==> config.mk <==
export PLATFORM = sky130hd
export DESIGN_NAME = fifo
export DESIGN_NICKNAME = d
export VERILOG_FILES = /design/src/rtl/fifo_pkg.sv /design/src/rtl/fifo_mem.sv /design/src/rtl/fifo.sv
export SDC_FILE = /design/constraint.sdc
export NUM_CORES = 1
export LEC_CHECK = 0
export ABC_AREA = 1
export CAP_MARGIN = 20
export CORE_MARGIN = 2
export CORE_UTILIZATION = 28
export CTS_CLUSTER_DIAMETER = 100
export DETAILED_ROUTE_END_ITERATION = 12
export SYNTH_ARGS = -nofsm -noshare
export SYNTH_HDL_FRONTEND = slang
export SYNTH_SLANG_ARGS = --single-unit
==> constraint.sdc <==
create_clock -name clk -period 2.2 [get_ports clk]
set_input_delay 0.33 -clock clk [delete_from_list [all_inputs] [get_ports clk]]
set_output_delay 0.33 -clock clk [all_outputs]
set_load 0.05 [all_outputs]
==> src/rtl/fifo_pkg.sv <==
// Shared sizing constants for the byte FIFO and its storage array.
package fifo_pkg;

    localparam int unsigned FIFO_DATA_WIDTH = 8;
    localparam int unsigned FIFO_DEPTH      = 8;
    localparam int unsigned FIFO_ADDR_WIDTH = 3;

endpackage

==> src/rtl/fifo_mem.sv <==
// DEPTH x DATA_WIDTH register array with one synchronous write port and one
// registered read port whose output holds when no read is requested.
module fifo_mem
    import fifo_pkg::*;
#(
    parameter int unsigned DATA_WIDTH = FIFO_DATA_WIDTH,
    parameter int unsigned DEPTH      = FIFO_DEPTH,
    parameter int unsigned ADDR_WIDTH = FIFO_ADDR_WIDTH
) (
    input  logic                  clk,
    input  logic                  reset,
    input  logic                  we,
    input  logic [ADDR_WIDTH-1:0] waddr,
    input  logic [DATA_WIDTH-1:0] wdata,
    input  logic                  re,
    input  logic [ADDR_WIDTH-1:0] raddr,
    output logic [DATA_WIDTH-1:0] rdata
);

    logic [DATA_WIDTH-1:0] mem_q [DEPTH];
    logic [DATA_WIDTH-1:0] rdata_q;

    // Storage is deliberately not reset.
    always_ff @(posedge clk) begin
        if (we) begin
            mem_q[waddr] <= wdata;
        end
    end

    // A same-address read and write returns the old entry.
    always_ff @(posedge clk) begin
        if (reset) begin
            rdata_q <= '0;
        end else if (re) begin
            rdata_q <= mem_q[raddr];
        end
    end

    assign rdata = rdata_q;

endmodule

==> src/rtl/fifo.sv <==
// Single-clock byte FIFO with full/empty decode and a registered one-cycle
// error pulse for a read while empty or a write while full.
module fifo
    import fifo_pkg::*;
#(
    parameter int unsigned DATA_WIDTH = FIFO_DATA_WIDTH,
    parameter int unsigned DEPTH      = FIFO_DEPTH,
    parameter int unsigned ADDR_WIDTH = FIFO_ADDR_WIDTH
) (
    input  logic                  clk,
    input  logic                  reset,
    input  logic                  read_n,
    input  logic                  write_n,
    input  logic [DATA_WIDTH-1:0] data_in,
    output logic [DATA_WIDTH-1:0] data_out,
    output logic                  full,
    output logic                  empty,
    output logic                  invalid
);

    localparam logic [ADDR_WIDTH:0] FullCount = (ADDR_WIDTH + 1)'(DEPTH);

    logic [ADDR_WIDTH-1:0] wr_ptr_q, wr_ptr_d;
    logic [ADDR_WIDTH-1:0] rd_ptr_q, rd_ptr_d;
    logic [ADDR_WIDTH:0]   count_q, count_d;
    logic                  invalid_q, invalid_d;
    logic                  rd_acc, wr_acc;

    assign full  = (count_q == FullCount);
    assign empty = (count_q == '0);

    // When full, a simultaneous read frees the slot the write lands in.
    always_comb begin
        rd_acc    = read_n & ~empty;
        wr_acc    = write_n & (~full | rd_acc);
        invalid_d = (read_n & empty) | (write_n & full & ~read_n);
        wr_ptr_d  = wr_acc ? wr_ptr_q + ADDR_WIDTH'(1) : wr_ptr_q;
        rd_ptr_d  = rd_acc ? rd_ptr_q + ADDR_WIDTH'(1) : rd_ptr_q;
        count_d   = count_q;
        unique case ({wr_acc, rd_acc})
            2'b10:   count_d = count_q + (ADDR_WIDTH + 1)'(1);
            2'b01:   count_d = count_q - (ADDR_WIDTH + 1)'(1);
            default: count_d = count_q;
        endcase
    end

    always_ff @(posedge clk) begin
        if (reset) begin
            wr_ptr_q  <= '0;
            rd_ptr_q  <= '0;
            count_q   <= '0;
            invalid_q <= 1'b0;
        end else begin
            wr_ptr_q  <= wr_ptr_d;
            rd_ptr_q  <= rd_ptr_d;
            count_q   <= count_d;
            invalid_q <= invalid_d;
        end
    end

    assign invalid = invalid_q;

    fifo_mem #(
        .DATA_WIDTH(DATA_WIDTH),
        .DEPTH     (DEPTH),
        .ADDR_WIDTH(ADDR_WIDTH)
    ) u_mem (
        .clk  (clk),
        .reset(reset),
        .we   (wr_acc),
        .waddr(wr_ptr_q),
        .wdata(data_in),
        .re   (rd_acc),
        .raddr(rd_ptr_q),
        .rdata(data_out)
    );

endmodule

==> PnR_summary.wiki <==
{| class="wikitable"
! Metric !! Value
|-
| Initial DRT Pass Iterations || 4
|-
| Tightest slew margin relative to the limit || 0.631
|-
| Post-DR vias/cell || 4.77
|-
| Hold crit path type || reg -> reg
|-
| Sequential share of power || 0.422
|-
| Post-layout util || 0.350
|-
| Setup clock skew after layout || 0.00548 ns
|-
| Standard cell core area || 11900 sq um
|-
| Number of sinks on the clock net || 83
|-
| Number of buffers inserted for hold repair after clock tree synthesis || 0
|-
| Arr. time, crit path || 1.46 ns
|-
| Average size of a mapped cell || 11.4 sq um
|-
| Wire length per cell || 14.9 microns
|-
| Total global-route track usage || 0.117
|-
| Clock tree root driver cell || sky130_fd_sc_hd__clkbuf_16
|-
| Crit-path leading delay family || buffers and inverters
|-
| DRC violation total after the first TritonRoute iteration || 172
|-
| Worst path slowest cell || sky130_fd_sc_hd__clkdlybuf4s50_1
|-
| Via count of the first global-routing pass || 2266
|-
| Portion of synthesized cell area occupied by the leading cell type || 0.571
|-
| Worst Path Required || 1.87 ns
|-
| Achievable clock frequency || 558 MHz
|-
| DRC viols || 0
|-
| Power density over cell area || 1070 nW/um^2
|-
| P_leak || 1.51 nW
|-
| Multi-input gate area || 927 sq um
|-
| Run status || completed
|-
| Netlist cell types || 25
|-
| Most common cell after layout, fill and taps aside || sky130_fd_sc_hd__edfxtp_1
|-
| Cells taking the most area after synthesis || sky130_fd_sc_hd__edfxtp_1 57%, sky130_fd_sc_hd__dfxtp_1 11%, sky130_fd_sc_hd__nor2_1 5.0%, sky130_fd_sc_hd__o221ai_1 4.2%, sky130_fd_sc_hd__o21ai_1 3.7%
|-
| Clock buffer count from CTS || 9
|-
| Area of the die || 12900 sq um
|-
| Overall die height || 114 microns
|-
| Count of max-cap constraint violations || 0
|-
| Final WL || 7160 microns
|-
| Internal Dissipation || 0.00311 W
|-
| Overall via count from detail_route || 2289
|-
| Relative contribution of combinational cells to total power || 0.215
|-
| Number of antenna violations at the first check in global routing || 0
|-
| Placed wire-length estimate || 4830 microns
|-
| Fraction of power consumed by the clock network || 0.363
|-
| Total chip power || 0.00443 W
|-
| Count of pins over their slew limit || 0
|-
| Worst setup path category || reg -> out
|-
| Top-Level Pins || 23
|-
| H-tree depth || 3
|-
| Cells resized by post-CTS repair || 0
|-
| Startpoint type of the worst setup path || register
|-
| Clock buffer depth || 2
|-
| Signed area change from the synthesized netlist to the final layout || 23.3%
|-
| Clock transition at the registers of the reported paths || 0.06 ns
|-
| Port bufs || 22
|-
| Switch share || 0.297
|-
| Instance count of the mapped netlist || 294
|-
| Filler Cells Inserted || 1153
|-
| Crit path buffers/inverters || 1
|-
| Synthesized cell area || 3360 sq um
|-
| Part of the Yosys area used for sequential elements || 0.684
|-
| Kind of end point of the critical path || primary output
|-
| Die X || 114 microns
|-
| Synthesis-stage register bit count || 83
|-
| Transition time at the pin with the least slew margin || 0.553 ns
|-
| Max stage delay on crit path || 0.80 ns
|-
| Share of final-layout standard cells stronger than drive strength 1 || 0.138
|-
| Floorplan row count || 40
|-
| Summed negative setup slack over all endpoints || 0 ns
|-
| Total count of hold-check failures in the final report || 0
|-
| Count of synthesis-stage warnings from yosys || 0
|-
| Diodes inserted || 0
|-
| Commonest cells after routing, fill and taps aside || 64 x sky130_fd_sc_hd__edfxtp_1, 45 x sky130_fd_sc_hd__nor2_1, 27 x sky130_fd_sc_hd__nand2_1
|-
| Largest net degree at the start of global routing || 35
|-
| IR drop worst, VDD || 0.394 mV
|-
| CTS tree || yes
|-
| Routability congestion estimate from global placement || 0.791
|-
| NumNets Final || 343
|-
| Cell-by-cell listing of the critical path || clkdlybuf4s50_1
|-
| Largest area contributor in the synthesized netlist || sky130_fd_sc_hd__edfxtp_1
|-
| Post-CTS Setup Repair Bufs || 0
|-
| Initial core utilization || 0.284
|-
| Overall overflow remaining after global route || 0
|-
| Unrepaired setup endpoints after global routing || false
|-
| Critical path peak fanout || 2
|-
| Syn Nets || 309
|-
| Net switching power of the design || 0.00131 W
|-
| Final critical-path share of the clock period || 0.815
|-
| Count of endpoints failing setup in the final report || 0
|-
| Antenna-violating nets left || 0
|-
| Clock latency reported for the late side of the worst-skew pair || 0.33 ns
|-
| Final Critical Period || 1.79 ns
|-
| First-pass GRT wire length || 11500 microns
|-
| FF+latch area || 2300 sq um
|}
-- sequential cells by signal, indices dropped and copies added, names as in the netlist --
signal	flops
u_mem.mem_q	64
u_mem.rdata	8
count_q	4
rd_ptr_q	3
wr_ptr_q	3
invalid	1
-- worst reg2reg max path, cell delays in order (launching register included) --
cell and delay, ns:
sky130_fd_sc_hd__dfxtp_1 0.44, sky130_fd_sc_hd__nor2_2 0.08, sky130_fd_sc_hd__nand2_2 0.13, sky130_fd_sc_hd__nand4_1 0.15
sky130_fd_sc_hd__nand2_1 0.12, sky130_fd_sc_hd__inv_2 0.04, sky130_fd_sc_hd__ha_1 0.17, sky130_fd_sc_hd__inv_1 0.05
sky130_fd_sc_hd__nand2_1 0.05, sky130_fd_sc_hd__xnor2_1 0.12, sky130_fd_sc_hd__o21ai_1 0.11, sky130_fd_sc_hd__inv_1 0.04
-- power by group through the flow --
| stage | sequential (W) | combinational [W] | clock (W) |
|---|---|---|---|
| after floorplan | 0.00202 | 0.000544 | 0 |
| after global placement | 0.00190 | 0.000941 | 0 |
| after detailed placement | 0.00190 | 0.000958 | 0 |
| after CTS | 0.00187 | 0.000961 | 0.00164 |
| after global routing | 0.00188 | 0.00105 | 0.00169 |
| final | 0.00187 | 0.000951 | 0.00161 |
-- worst paths after layout --
kind	from	end	slack, ns	cells past startpoint
setup reg to reg	count_q[0]$_SDFFE_PP0P_	count_q[2]$_SDFFE_PP0P_	0.59	11
hold / removal	u_mem.rdata[7]$_SDFFE_PP0N_	u_mem.rdata[7]$_SDFFE_PP0N_	0.47	2
setup / recovery	u_mem.rdata[6]$_SDFFE_PP0N_	data_out[6]	0.41	1
hold reg to reg	u_mem.rdata[7]$_SDFFE_PP0N_	u_mem.rdata[7]$_SDFFE_PP0N_	0.47	2
-- through the flow --
| step | worst slack, ns | hold slack, ns | instance area [sq um] | instances |
|---|---|---|---|---|
| after CTS | 0.0178 | 0.470 | 4140 | 480 |
| after floorplan | 0.456 | 0.399 | 3360 | 294 |
| after global routing | 0.326 | 0.492 | 4150 | 480 |
| after detailed placement | 0.193 | 0.460 | 3820 | 464 |
| after global placement | 0.230 | 0.457 | 3820 | 464 |
| final | 0.408 | 0.466 | 4150 | 480 |
-- area by class of cell --
type / instances / share of cell area
flip-flops and latches: 83 / 0.555
clock buffers: 9 / 0.0543
well taps: 147 / 0.0443
multi-input cells: 176 / 0.224
clock inverters: 7 / 0.0244
inverters: 24 / 0.0223
repair buffers: 34 / 0.0760
-- cell usage after synthesis (all sizes together) --
master   n
a21oi    6
buf      1
clkbuf  10
clkinv   1
dfxtp   19
edfxtp  64
ha       3
inv     23
nand2   34
nand3   22
nand4    2
nor2    47
nor3     1
nor3b    1
o21ai   41
o21bai   1
o221ai  16
xnor2    2
-- cell families (layout without fill, tap and decap cells) --
kind of cell,count (synthesis),after routing,share of synthesized area
and+or+nand+nor,107,107,0.145
DFF,83,83,0.684
AOI/OAI and AO/OA,64,64,0.114
buffers and inverters,35,74,0.0402
adders and majority gates,3,3,0.0112
xor gates and xnor gates,2,2,0.00521
-- layer usage --
layer | routed length (microns) | global-route usage | share of wire | vias up
met5 | 0 | 0 | 0 | -
met4 | 136 | 0.0545 | 0.019 | 0
met3 | 392 | 0.0239 | 0.055 | 11
met2 | 3270 | 0.182 | 0.46 | 65
met1 | 3360 | 0.158 | 0.47 | 1094
li1 | - | - | - | 1119
(Power assumes the default switching activity.)
